File: src/rtl/char_stream_rx_pkg.sv
// Shared definitions for the serial character receiver: FSM state encodings
// and the character constants used by the downstream text checker.
// No logic here; imported by the receiver top and its FIFO.
package char_stream_rx_pkg;

  typedef enum logic [1:0] {
    RX_IDLE  = 2'd0,
    RX_START = 2'd1,
    RX_DATA  = 2'd2,
    RX_STOP  = 2'd3
  } rx_state_e;

  localparam logic [7:0] CH_SPACE = 8'd32;
  localparam logic [7:0] CH_NL    = 8'd10;

endpackage

File: src/rtl/char_stream_rx_byte_fifo.sv
// Byte FIFO between the serial deframer and the consumer.
// Latency: a push is visible on dout/empty the cycle after it is written.
// Backpressure: pop is ignored when empty; push while full without a pop is ignored.
module byte_fifo #(
  parameter int DEPTH = 4
) (
  input  logic       clk,
  input  logic       reset,
  input  logic       push,
  input  logic [7:0] din,
  input  logic       pop,
  output logic [7:0] dout,
  output logic       empty,
  output logic       full
);

  localparam int AW = $clog2(DEPTH);

  logic [7:0]  mem_q [DEPTH];
  logic [AW:0] wr_q, rd_q;
  logic        do_push, do_pop;

  // Extra pointer MSB separates full (MSBs differ) from empty (pointers equal).
  assign empty   = (wr_q == rd_q);
  assign full    = (wr_q[AW] != rd_q[AW]) && (wr_q[AW-1:0] == rd_q[AW-1:0]);
  assign do_pop  = pop && !empty;
  // A pop on the same edge frees the slot the write lands in, so full+pop may push.
  assign do_push = push && (!full || do_pop);
  assign dout    = mem_q[rd_q[AW-1:0]];

  // Storage and pointer update; storage is cleared so dout reads 0 after reset.
  always_ff @(posedge clk or posedge reset) begin
    if (reset) begin
      for (int i = 0; i < DEPTH; i++) mem_q[i] <= 8'd0;
      wr_q <= '0;
      rd_q <= '0;
    end else begin
      if (do_push) begin
        mem_q[wr_q[AW-1:0]] <= din;
        wr_q <= wr_q + 1'b1;
      end
      if (do_pop) rd_q <= rd_q + 1'b1;
    end
  end

endmodule

File: src/rtl/char_stream_rx.sv
// 8N1 serial receiver delivering bytes through a small FIFO with valid/ready.
// Latency: ~9.5 bit times + 3 cycles from start-bit edge to out_valid.
// Backpressure: bytes queue in the FIFO; a byte completing while full is dropped and flags overrun.
module char_stream_rx
  import char_stream_rx_pkg::*;
#(
  parameter int CLKS_PER_BIT = 16,
  parameter int FIFO_DEPTH   = 4
) (
  input  logic       clk,
  input  logic       reset,
  input  logic       rx,
  output logic [7:0] out,
  output logic       out_valid,
  input  logic       out_ready,
  output logic       frame_err,
  output logic       overrun
);

  localparam int CW = $clog2(CLKS_PER_BIT);
  localparam logic [CW-1:0] HALF_LAST = CW'(CLKS_PER_BIT / 2 - 1);
  localparam logic [CW-1:0] BIT_LAST  = CW'(CLKS_PER_BIT - 1);

  logic            rx_meta_q, rxs_q;
  rx_state_e       state_q, state_d;
  logic [CW-1:0]   cnt_q, cnt_d;
  logic [2:0]      idx_q, idx_d;
  logic [7:0]      sh_q, sh_d;
  logic            frame_err_q, frame_err_d;
  logic            overrun_q, overrun_d;
  logic            byte_done;
  logic            fifo_push, fifo_pop, fifo_empty, fifo_full;

  // Two-flop synchronizer; resets to the idle-high line level.
  always_ff @(posedge clk or posedge reset) begin
    if (reset) begin
      rx_meta_q <= 1'b1;
      rxs_q     <= 1'b1;
    end else begin
      rx_meta_q <= rx;
      rxs_q     <= rx_meta_q;
    end
  end

  // Deframer state, counters, shift register and sticky flags.
  always_ff @(posedge clk or posedge reset) begin
    if (reset) begin
      state_q     <= RX_IDLE;
      cnt_q       <= '0;
      idx_q       <= '0;
      sh_q        <= '0;
      frame_err_q <= 1'b0;
      overrun_q   <= 1'b0;
    end else begin
      state_q     <= state_d;
      cnt_q       <= cnt_d;
      idx_q       <= idx_d;
      sh_q        <= sh_d;
      frame_err_q <= frame_err_d;
      overrun_q   <= overrun_d;
    end
  end

  // Next-state: start bit checked mid-bit, then data/stop sampled every full bit time.
  always_comb begin
    state_d     = state_q;
    cnt_d       = cnt_q;
    idx_d       = idx_q;
    sh_d        = sh_q;
    frame_err_d = frame_err_q;
    byte_done   = 1'b0;
    unique case (state_q)
      RX_IDLE: begin
        if (!rxs_q) begin
          state_d = RX_START;
          cnt_d   = '0;
        end
      end
      RX_START: begin
        if (cnt_q == HALF_LAST) begin
          if (!rxs_q) begin
            state_d = RX_DATA;
            cnt_d   = '0;
            idx_d   = '0;
          end else begin
            state_d = RX_IDLE;  // glitch, not a real start bit
          end
        end else begin
          cnt_d = cnt_q + 1'b1;
        end
      end
      RX_DATA: begin
        if (cnt_q == BIT_LAST) begin
          sh_d  = {rxs_q, sh_q[7:1]};  // LSB arrives first
          cnt_d = '0;
          if (idx_q == 3'd7) state_d = RX_STOP;
          else               idx_d   = idx_q + 1'b1;
        end else begin
          cnt_d = cnt_q + 1'b1;
        end
      end
      RX_STOP: begin
        if (cnt_q == BIT_LAST) begin
          if (rxs_q) byte_done   = 1'b1;
          else       frame_err_d = 1'b1;
          cnt_d   = '0;
          state_d = RX_IDLE;
        end else begin
          cnt_d = cnt_q + 1'b1;
        end
      end
      default: state_d = RX_IDLE;
    endcase
  end

  assign fifo_pop  = out_valid && out_ready;
  // A completed byte is kept unless the FIFO is full and nothing leaves this cycle.
  assign fifo_push = byte_done && (!fifo_full || fifo_pop);
  assign overrun_d = overrun_q || (byte_done && fifo_full && !fifo_pop);

  byte_fifo #(
    .DEPTH (FIFO_DEPTH)
  ) u_fifo (
    .clk   (clk),
    .reset (reset),
    .push  (fifo_push),
    .din   (sh_q),
    .pop   (fifo_pop),
    .dout  (out),
    .empty (fifo_empty),
    .full  (fifo_full)
  );

  assign out_valid = !fifo_empty;
  assign frame_err = frame_err_q;
  assign overrun   = overrun_q;

endmodule

File: config.mk
export PLATFORM = sky130hd
export DESIGN_NAME = char_stream_rx
export DESIGN_NICKNAME = d
export VERILOG_FILES = /design/src/rtl/char_stream_rx_pkg.sv /design/src/rtl/char_stream_rx_byte_fifo.sv /design/src/rtl/char_stream_rx.sv
export SDC_FILE = /design/constraint.sdc
export NUM_CORES = 1
export LEC_CHECK = 0
export CORE_MARGIN = 5
export CORE_UTILIZATION = 30
export DETAILED_ROUTE_END_ITERATION = 10
export GPL_ROUTABILITY_DRIVEN = 0
export PLACE_DENSITY = 0.59
export SYNTH_ARGS = -nofsm -noshare
export SYNTH_HDL_FRONTEND = slang
export SYNTH_SLANG_ARGS = --single-unit
File: constraint.sdc
create_clock -name clk -period 1.91 [get_ports clk]
set_clock_uncertainty 0.1 [all_clocks]
set_input_delay 0.382 -clock clk [delete_from_list [all_inputs] [get_ports clk]]
set_output_delay 0.382 -clock clk [all_outputs]
set_load 0.03 [all_outputs]
# After elaboration in Yosys (flattened, before gate mapping)
# Cells that the tools add are included.
dict set report op_classes {
  n_addsub 4
  n_lt_le_gt_ge 3
  n_eq_ne 16
  n_mux 25
  bitwise 3
  reduce_logical 21
}
# cell count
set ops {}
lappend ops {{32-bit bitwise mux} 1}
lappend ops {{8-bit two-way mux} 3}
lappend ops {{8-bit binary-select mux with 2-bit select} 1}
lappend ops {{8-bit demux with 2-bit select} 1}
lappend ops {{2-bit != test, second input constant} 7}
lappend ops {{2-bit two-way mux} 6}
lappend ops {{3-bit two-way mux} 4}
lappend ops {{4-bit two-way mux} 3}
lappend ops {{4-bit case mux with 3 select lines} 1}
lappend ops {{5-bit AND reduction} 2}
lappend ops {{3-bit by 1-bit adder with 3-bit output, second input constant} 3}
lappend ops {{1-bit logical AND} 8}
lappend ops {{2-bit case mux with 4 select lines} 1}
lappend ops {{3-bit greater-or-equal comparator, second input constant} 2}
lappend ops {{2-bit inverter with 3-bit output} 2}
lappend ops {{3-bit case mux with 2 select lines} 1}
lappend ops {{4-bit by 1-bit adder with 4-bit output, second input constant} 1}
lappend ops {{2-bit equality test, second input constant} 2}
lappend ops {{4-bit by 3-bit equality test with 1-bit output, second input constant} 1}
lappend ops {{4-bit equality test, second input constant} 1}
lappend ops {{3-bit equality test} 1}
lappend ops {{3-bit equality test, second input constant} 1}
lappend ops {{1-bit zero test} 3}
lappend ops {{1-bit logical OR} 3}
lappend ops {{11 further kinds} 13}
dict set report word_totals {
  register_bits 59
  in_bits 4
  output_inout_bits 11
  wordCells 86
}

# Logic depth before layout (Yosys ltp)
# Gate-level depths: netlist of the first run.
dict set report logic_depth {
  ltp_word 6
  mapped_depth 6
}

# Hierarchy
# Synthesis of the first run repeated with hierarchy kept, for this count alone.
dict set report unflattened {
  hier_cells 197
  hier_area_um2 2902.8
}
# mod n_inst cells_each area_per_inst_um2 seq_area_each_um2
set by_module_without_submodules {}
lappend by_module_without_submodules {byte_fifo 1 112 1895.6 950.9}
lappend by_module_without_submodules {char_stream_rx 1 85 1007.2 528.0}

# Worst setup path after synthesis of the first run
# Ideal clock, no wire load.
dict set report synth_path {
  path_kind {register -> register}
  start {register cnt_q[0]}
  end {register u_fifo.wr_q[1]}
  setup_ns 0.125
  arrival_ns 1.542
  required_ns 1.685
  setup_slack_ns 0.143
  path_stages_with_launch 6
  n_path_buf 0
  synth_period_minus_slack_ns 1.767
  path_cell_list {dfrtp_1 -> ha_1 -> nand3_2 -> or3_4 -> nor2b_4 -> mux2_4}
}
dict set report synth_via {
  elab_chain_cells 5
}
# element line_no
set synth_rtl {}
lappend synth_rtl {{from (decl)} char_stream_rx.sv:26} ;# logic [CW-1:0] cnt_q, cnt_d;
lappend synth_rtl {{from (signal assigned)} char_stream_rx.sv:56} ;# cnt_q <= cnt_d;
lappend synth_rtl {{4-bit equality test} char_stream_rx.sv:103} ;# if (cnt_q == BIT_LAST) begin
lappend synth_rtl {{1-bit two-way mux} char_stream_rx.sv:103}
lappend synth_rtl {{1-bit two-way mux} char_stream_rx.sv:72} ;# unique case (state_q)
lappend synth_rtl {{1-bit logical AND} char_stream_rx.sv:118} ;# assign fifo_push = byte_done && (!fifo_full || fifo_pop);
lappend synth_rtl {{1-bit logical AND} char_stream_rx_byte_fifo.sv:28} ;# assign do_push = push && (!full || do_pop);
lappend synth_rtl {{to (signal assigned)} char_stream_rx_byte_fifo.sv:40} ;# wr_q <= wr_q + 1'b1;
lappend synth_rtl {{to (decl)} char_stream_rx_byte_fifo.sv:20} ;# logic [AW:0] wr_q, rd_q;
# No other way between the ends.
# A chain may end at the register's enable or synchronous reset.

# Final worst setup path of the first run
dict set report layout_path {
  start {register u_fifo.rd_q[0]}
  end {output port out[6]}
}
dict set report layout_via {
  elab_chain_cells 4
}
# element line_no
set layout_rtl {}
lappend layout_rtl {{from (decl)} char_stream_rx_byte_fifo.sv:20}
lappend layout_rtl {{from (signal assigned)} char_stream_rx_byte_fifo.sv:42} ;# if (do_pop) rd_q <= rd_q + 1'b1;
lappend layout_rtl {{2-bit inverter with 3-bit output (implied by the code)} char_stream_rx_byte_fifo.sv:29} ;# assign dout = mem_q[rd_q[AW-1:0]];
lappend layout_rtl {{8-bit binary-select mux with 2-bit select} char_stream_rx_byte_fifo.sv:29}
lappend layout_rtl {{8-bit two-way mux (implied by the code) (2 in series)} char_stream_rx_byte_fifo.sv:29}
lappend layout_rtl {{to (decl)} char_stream_rx.sv:13} ;# output logic [7:0] out,
# No other way between the ends. The select of a mux whose other input is x is not followed.

==> results.sh, run 1 <==
export IMPL_status="finished with violations"
export IMPL_violations="negative setup slack"
export IMPL_synthAdderAreaFrac_pct=3.56
export IMPL_grt_pass1_wl_um=9160
export IMPL_path_max_fanout=4
export IMPL_numCtsBuffers=9
export IMPL_firstDrtPassIters=4
export IMPL_synth_simple_area_share_pct=8.90
export IMPL_synth_ff_latch_count=59
export IMPL_synth_compound_area_share_pct=6.09
export IMPL_overflow=0
export IMPL_power_total_mw=4.40
export IMPL_dieArea_um2=11400
export IMPL_start_util_pct=30.6
export IMPL_syn_area_per_cell_um2=14.1
export IMPL_dpl_instance_area_um2=3260
export IMPL_final_layout_size_suffix_gt1_share_pct=52.2
export IMPL_grtUsageTotal_pct=10.4
export IMPL_yosys_mux_area_fraction_pct=23.4
export IMPL_final_nets=262
export IMPL_num_fill_cells=838
export IMPL_cts_root_buffer="clkbuf_8"
export IMPL_chipHeight_um=107
export IMPL_fmax_ghz=0.475
export IMPL_finalCritPeriodShare_pct=110
export IMPL_rsz0062_at_grt="true"
export IMPL_design_area_um2=3750
export IMPL_clk_path_buf_depth=2
export IMPL_yosys_warnings=0
export IMPL_hold_ws_ns=0.259
export IMPL_cts_tree="built"
export IMPL_grt_pass1_vias=1830
export IMPL_leakage_nw=1.80
export IMPL_die_x_um=107
export IMPL_power_density_nw_per_um2=1170
export IMPL_path_class="flip-flop to primary output"
export IMPL_drt_iter0_markers=98
export IMPL_io_pins=15
export IMPL_finalHoldViolations=0
export IMPL_cts_sinks=59
export IMPL_hpwl_um=3740
export IMPL_synth_xor_area_share_pct=3.07
export IMPL_ant_nets=0
export IMPL_area_delta_synth_final_pct=33.3
export IMPL_viasPerCell=4.88
export IMPL_final_cell_mix="dfrtp_1 (56), mux2_4 (25), buf_4 (21), mux2_2 (17), buf_6 (16)"
export IMPL_grt_max_degree=28
export IMPL_syn_area_um2=2810
export IMPL_crit_path_start_kind="flip-flop"
export IMPL_tightest_slew_ns=0.336
export IMPL_vias=1785
export IMPL_antenna_found_initial=0
export IMPL_synth_distinct_cells=42
export IMPL_hp_class="flip-flop to flip-flop"
export IMPL_synth_top_family_by_area="multiplexers"
export IMPL_final_setup_viol_count=11
export IMPL_syn_instance_count=200
export IMPL_worstPathArrival_ns=1.62
export IMPL_cts_reportedPaths_clkPinSlew_ns=0.07
export IMPL_core_region_area_um2=9200
export IMPL_crit_required_ns=1.43
export IMPL_io_buffers=14
export IMPL_clkLatencyLatePin_ns=0.33
export IMPL_cp_end_kind="primary output"
export IMPL_final_common_cell="dfrtp_1"
export IMPL_wl_per_cell_um=15.2
export IMPL_slew_violations=0
export IMPL_htree_levels=3
export IMPL_synth_nets=212
export IMPL_finalWirelength_um=5550
export IMPL_instances_no_fill=366
export IMPL_drc_errors=0
export IMPL_relSlewSlack_pct=77.6
export IMPL_ir_worst_vdd_uv=395
export IMPL_period_minus_slack_ns=2.10
export IMPL_finalWorstSetupSlack_ns=-0.193
export IMPL_num_rows=35
export IMPL_ys_seq_area_share_pct=52.6
export IMPL_max_cap_violations=0
export IMPL_dp_cells=345
export IMPL_antenna_cells=0
[worst max-delay path, stage by stage, from the launching register on]
cell     delay, ns
dfrtp_1       0.37
buf_6         0.11
buf_6         0.11
mux4_2        0.53
buf_6         0.16
[where the power goes]
| group | internal, mW | total (mW) | switching (mW) | leakage (nW) |
|---|---|---|---|---|
| Sequential | 1.40 | 1.56 | 0.163 | 0.791 |
| Combinational | 0.871 | 1.71 | 0.836 | 0.909 |
| Clock | 0.610 | 1.13 | 0.523 | 0.0962 |
| Total | 2.88 | 4.40 | 1.52 | 1.80 |
[per-stage QoR]
stage                     setup TNS (ns)  util [%]  setup slack, ns
final                              -1.34      40.8           -0.193
after global routing               -3.80      40.8           -0.281
after CTS                          -1.75      38.3           -0.216
after detailed placement           -1.43      35.5           -0.208
after global placement             -1.35      35.5           -0.190
after floorplan                        0         -            0.143
[final cells by class]
type | count | area [µm²] | share of cell area (%)
tap | 111 | 139 | 3.70
inverter | 6 | 26.3 | 0.701
sequential | 59 | 1480 | 39.5
timing repair buffer | 45 | 448 | 11.9
multi-input combinational | 129 | 1460 | 38.8
clock inverter | 7 | 76.3 | 2.04
clock buffer | 9 | 124 | 3.30
[cell usage after synthesis]
| cell type | number | share of area (%) |
|---|---|---|
| o21ai_1 | 1 | 0.18 |
| a221oi_1 | 1 | 0.31 |
| xnor2_4 | 1 | 0.98 |
| mux2_2 | 41 | 16 |
| and2_1 | 1 | 0.22 |
| clkbuf_1 | 1 | 0.13 |
| nor2b_1 | 1 | 0.22 |
| buf_4 | 2 | 0.53 |
| mux4_2 | 8 | 6.4 |
| nor3_1 | 4 | 0.71 |
| nand2_1 | 12 | 1.6 |
| buf_2 | 1 | 0.18 |
| dfrtp_1 | 57 | 51 |
| o21bai_1 | 1 | 0.27 |
| nor4b_1 | 1 | 0.31 |
| nor4b_4 | 1 | 0.85 |
| or3_4 | 1 | 0.40 |
| a211oi_1 | 2 | 0.53 |
| ha_1 | 8 | 3.6 |
| a22o_1 | 3 | 0.93 |
| nand3_2 | 1 | 0.36 |
| xnor2_1 | 3 | 0.93 |
| dfstp_2 | 2 | 1.9 |
| mux2_4 | 1 | 0.53 |
| o21ai_0 | 5 | 0.89 |
| a41oi_1 | 1 | 0.31 |
| a31o_2 | 1 | 0.31 |
| nand3_1 | 3 | 0.53 |
| xor2_2 | 1 | 0.58 |
| o22a_1 | 2 | 0.62 |
| nand2_2 | 4 | 0.89 |
| and3_1 | 1 | 0.22 |
| nand4b_4 | 1 | 0.85 |
| xnor2_2 | 1 | 0.58 |
| a31oi_1 | 3 | 0.67 |
| inv_1 | 6 | 0.80 |
| or2_2 | 1 | 0.22 |
| nor2_1 | 5 | 0.67 |
| nor2b_4 | 1 | 0.49 |
| a21oi_1 | 6 | 1.1 |
| buf_6 | 2 | 0.80 |
| nor3_2 | 1 | 0.36 |
[final timing paths]
path / end / cells past startpoint / from / slack [ns]
setup / recovery: out[6] / 4 / u_fifo.rd_q[0] / -0.19
hold / removal: rxs_q / 0 / rx_meta_q / 0.26
setup reg to reg: u_fifo.mem_q[16] / 8 / u_fifo.rd_q[0] / -0.01
hold reg to reg: rxs_q / 0 / rx_meta_q / 0.26
max in group asynchronous: u_fifo.wr_q[0] / 3 / reset / 1.01
min in group asynchronous: cnt_q[2] / 2 / reset / 0.27
[layer usage]
| layer | share of wire, % | track usage (%) | up-vias | routed length [µm] |
|---|---|---|---|---|
| met5 | 0 | 0 | - | 0 |
| met4 | 1.5 | 5.21 | 0 | 85 |
| met3 | 3.3 | 2.71 | 6 | 185 |
| met2 | 47 | 15.6 | 35 | 2630 |
| met1 | 48 | 13.8 | 906 | 2650 |
| li1 | - | - | 838 | - |
[kinds of logic after synthesis]
kind of cell / count (synthesis)
buf+inv: 12
fa+ha+maj: 8
mux: 50
compound gates: 26
xor+xnor: 6
flops: 59
simple gates: 39
[state kept, by name, indices dropped and copies added, names as in the netlist, 3 cells and up, named ones only]
name / cells
idx_q: 3
cnt_q: 4
sh_q: 8
u_fifo.mem_q: 32
u_fifo.wr_q: 3
u_fifo.rd_q: 3
[what timing repair did]
action                     4_1_cts  5_1_grt
buffers inserted                 3        3
hold buffers                     0        0
gates resized for setup         51       48
setup endpoints to repair        9       37
pin swaps                        2        2
Power figures use the tool's default switching activity.
==> run 2: changes to the inputs <==
--- a/config.mk
+++ b/config.mk
@@ -9,7 +9,8 @@
 export CORE_UTILIZATION = 30
 export DETAILED_ROUTE_END_ITERATION = 10
 export GPL_ROUTABILITY_DRIVEN = 0
-export PLACE_DENSITY = 0.59
+export PLACE_DENSITY = 0.54
+export SLEW_MARGIN = 20
 export SYNTH_ARGS = -nofsm -noshare
 export SYNTH_HDL_FRONTEND = slang
 export SYNTH_SLANG_ARGS = --single-unit
==> run 2 against run 1 <==
Against the previous run:
- the run still ends with negative setup slack left
- non-clock buffer count decreased by 4
- sequential share of layout area is 0.80 points higher
- maximum frequency increased by 0.74%
- register-to-register slack better by 0.06 ns
- global-route usage decreased by 0.14 points
- clock power rose by 25%
- flip-flop and latch count unchanged
- largest cell class unchanged
- highest routed layer unchanged
==> results.sh, run 2 (synthesis results as in run 1) <==
export IMPL_fmax_ghz=0.479
export IMPL_max_cap_violations=0
export IMPL_chipHeight_um=107
export IMPL_status="finished with violations"
export IMPL_slew_violations=0
export IMPL_crit_path_start_kind="flip-flop"
export IMPL_fin_util_pct=39.9
export IMPL_overflow=0
export IMPL_crit_path_frequent_cell="buf_6"
export IMPL_start_util_pct=30.6
export IMPL_period_minus_slack_ns=2.09
export IMPL_num_fill_cells=860
export IMPL_worstHoldEndpoint="rxs_q"
export IMPL_min_from="rx_meta_q"
export IMPL_cts_reportedPaths_clkPinSlew_ns=0.07
export IMPL_p_switching_mw=1.50
export IMPL_r2r_end="u_fifo.mem_q[19]"
export IMPL_area_delta_synth_final_pct=30.5
export IMPL_reg_top3="u_fifo.mem_q x32, sh_q x8, cnt_q x4"
export IMPL_vias=1766
export IMPL_finalCritPeriodShare_pct=109
export IMPL_tns_ns=-1.27
export IMPL_final_nets=259
export IMPL_finalHoldViolations=0
export IMPL_wl_per_cell_um=14.8
export IMPL_relSlewSlack_pct=76.2
export IMPL_r2r_slack_ns=0.05
export IMPL_p_clk_share_pct=30.1
export IMPL_drc_errors=0
export IMPL_io_buffers=14
export IMPL_cts_hold_fix_buffers=0
export IMPL_leakage_nw=1.74
export IMPL_numCtsBuffers=9
export IMPL_cp_end_kind="primary output"
export IMPL_rr_worst_depth=8
export IMPL_power_total_mw=4.67
export IMPL_firstDrtPassIters=4
export IMPL_grt_pass1_vias=1810
export IMPL_crit_family="multiplexers"
export IMPL_rsz0062_at_grt="true"
export IMPL_whs_path_depth=0
export IMPL_tightest_slew_ns=0.356
export IMPL_violations="negative setup slack"
export IMPL_final_setup_viol_count=9
export IMPL_die_x_um=107
export IMPL_cp_cell_sequence="buf_6 -> buf_6 -> mux4_2 -> buf_6"
export IMPL_crit_required_ns=1.43
export IMPL_final_common_cell="dfrtp_1"
export IMPL_finalWirelength_um=5390
export IMPL_dp_slack_ns=-0.214
export IMPL_clkLatencyLatePin_ns=0.33
export IMPL_viasPerCell=4.87
export IMPL_worstPathArrival_ns=1.61
export IMPL_largest_reg_flops=32
export IMPL_largest_register="u_fifo.mem_q"
export IMPL_core_region_area_um2=9200
export IMPL_antenna_found_initial=0
export IMPL_path_class="flip-flop to primary output"
export IMPL_critPathLaunch="u_fifo.rd_q[0]"
export IMPL_clk_path_buf_depth=2
export IMPL_p_sw_share_pct=32.1
export IMPL_drt_iter0_markers=94
export IMPL_final_cell_mix="dfrtp_1 (57), mux2_2 (40), buf_4 (21), nand2_1 (10), clkbuf_8 (10)"
export IMPL_grt_pass1_wl_um=9030
export IMPL_ant_nets=0
export IMPL_power_density_nw_per_um2=1270
export IMPL_finalWorstSetupSlack_ns=-0.178
export IMPL_final_layout_size_suffix_gt1_share_pct=50.8
export IMPL_io_pins=15
export IMPL_grtUsageTotal_pct=10.2
export IMPL_htree_levels=3
export IMPL_cts_sinks=59
export IMPL_cpMaxStageDelayCell="mux4_2"
export IMPL_dieArea_um2=11400
export IMPL_r2r_start="u_fifo.rd_q[0]"
export IMPL_path_max_fanout=3
export IMPL_path_buf_inv=3
export IMPL_cts_tree="built"
export IMPL_antenna_cells=0
export IMPL_hpwl_um=3580
export IMPL_p_int_mw=3.17
export IMPL_hp_class="flip-flop to flip-flop"
export IMPL_grt_max_degree=60
export IMPL_seqPwrFrac_pct=33.4
export IMPL_pwr_share_comb_pct=36.5
export IMPL_critPathMaxStageDelay_ns=0.53
export IMPL_num_rows=35
export IMPL_cts_root_buffer="clkbuf_8"
export IMPL_ir_worst_vdd_uv=496
-- run 2: timing repair --
action                                  in CTS  in global routing
gates resized for setup                     50                 17
pin swaps                                    2                  2
hold endpoints to repair                     0                  0
setup buffers                                2                  1
endpoints found under the setup margin      10                 43
cloned                                       0                  1
-- run 2: how the worst max path moves through the flow --
stage	slack, ns	endpoint	cells past startpoint
6_report	-0.18	out[5]	4
3_3_place_gp	-0.20	out_valid	5
3_5_place_dp	-0.21	out[1]	3
5_1_grt	-0.25	out[5]	4
4_1_cts	-0.19	out[5]	4
2_1_floorplan	0.14	u_fifo.wr_q[1]	5
-- run 2: area by class of cell --
| class | instances | area (µm²) | area share [%] |
|---|---|---|---|
| repair buffers | 41 | 372 | 10.1 |
| multi-input cells | 130 | 1410 | 38.3 |
| flip-flops and latches | 59 | 1480 | 40.3 |
| inverters | 6 | 26.3 | 0.716 |
| clock inverters | 6 | 113 | 3.07 |
| clock buffers | 10 | 138 | 3.75 |
| well taps | 111 | 139 | 3.78 |
-- run 2: stage by stage --
stage | hold WS (ns) | std cells | area [µm²]
floorplan | 0.245 | 200 | 2820
global placement | 0.246 | 343 | 3240
detailed placement | 0.247 | 343 | 3240
CTS | 0.262 | 361 | 3540
global route | 0.268 | 363 | 3670
finish | 0.259 | 363 | 3670
-- run 2: layer usage --
metal / up-vias / global-route usage (%) / share of wire (%)
li1: 830 / - / -
met1: 901 / 13.8 / 47
met2: 30 / 15.2 / 47
met3: 5 / 2.59 / 4.1
met4: 0 / 4.93 / 1.6
met5: - / 0 / 0
-- run 2: power by group through the flow --
stage	logic [mW]	clock network [mW]	registers (mW)
2_1_floorplan	0.970	0	1.56
3_3_place_gp	1.43	0	1.56
3_5_place_dp	1.45	0	1.56
4_1_cts	1.57	1.44	1.54
5_1_grt	1.87	1.50	1.59
6_report	1.70	1.41	1.56
==> run 3: changes to the inputs <==
--- a/config.mk
+++ b/config.mk
@@ -5,6 +5,7 @@
 export SDC_FILE = /design/constraint.sdc
 export NUM_CORES = 1
 export LEC_CHECK = 0
+export CAP_MARGIN = 0
 export CORE_MARGIN = 5
 export CORE_UTILIZATION = 30
 export DETAILED_ROUTE_END_ITERATION = 10
==> results of run 3 <==
The final DEF is identical to that of run 2; final timing and power are the same.
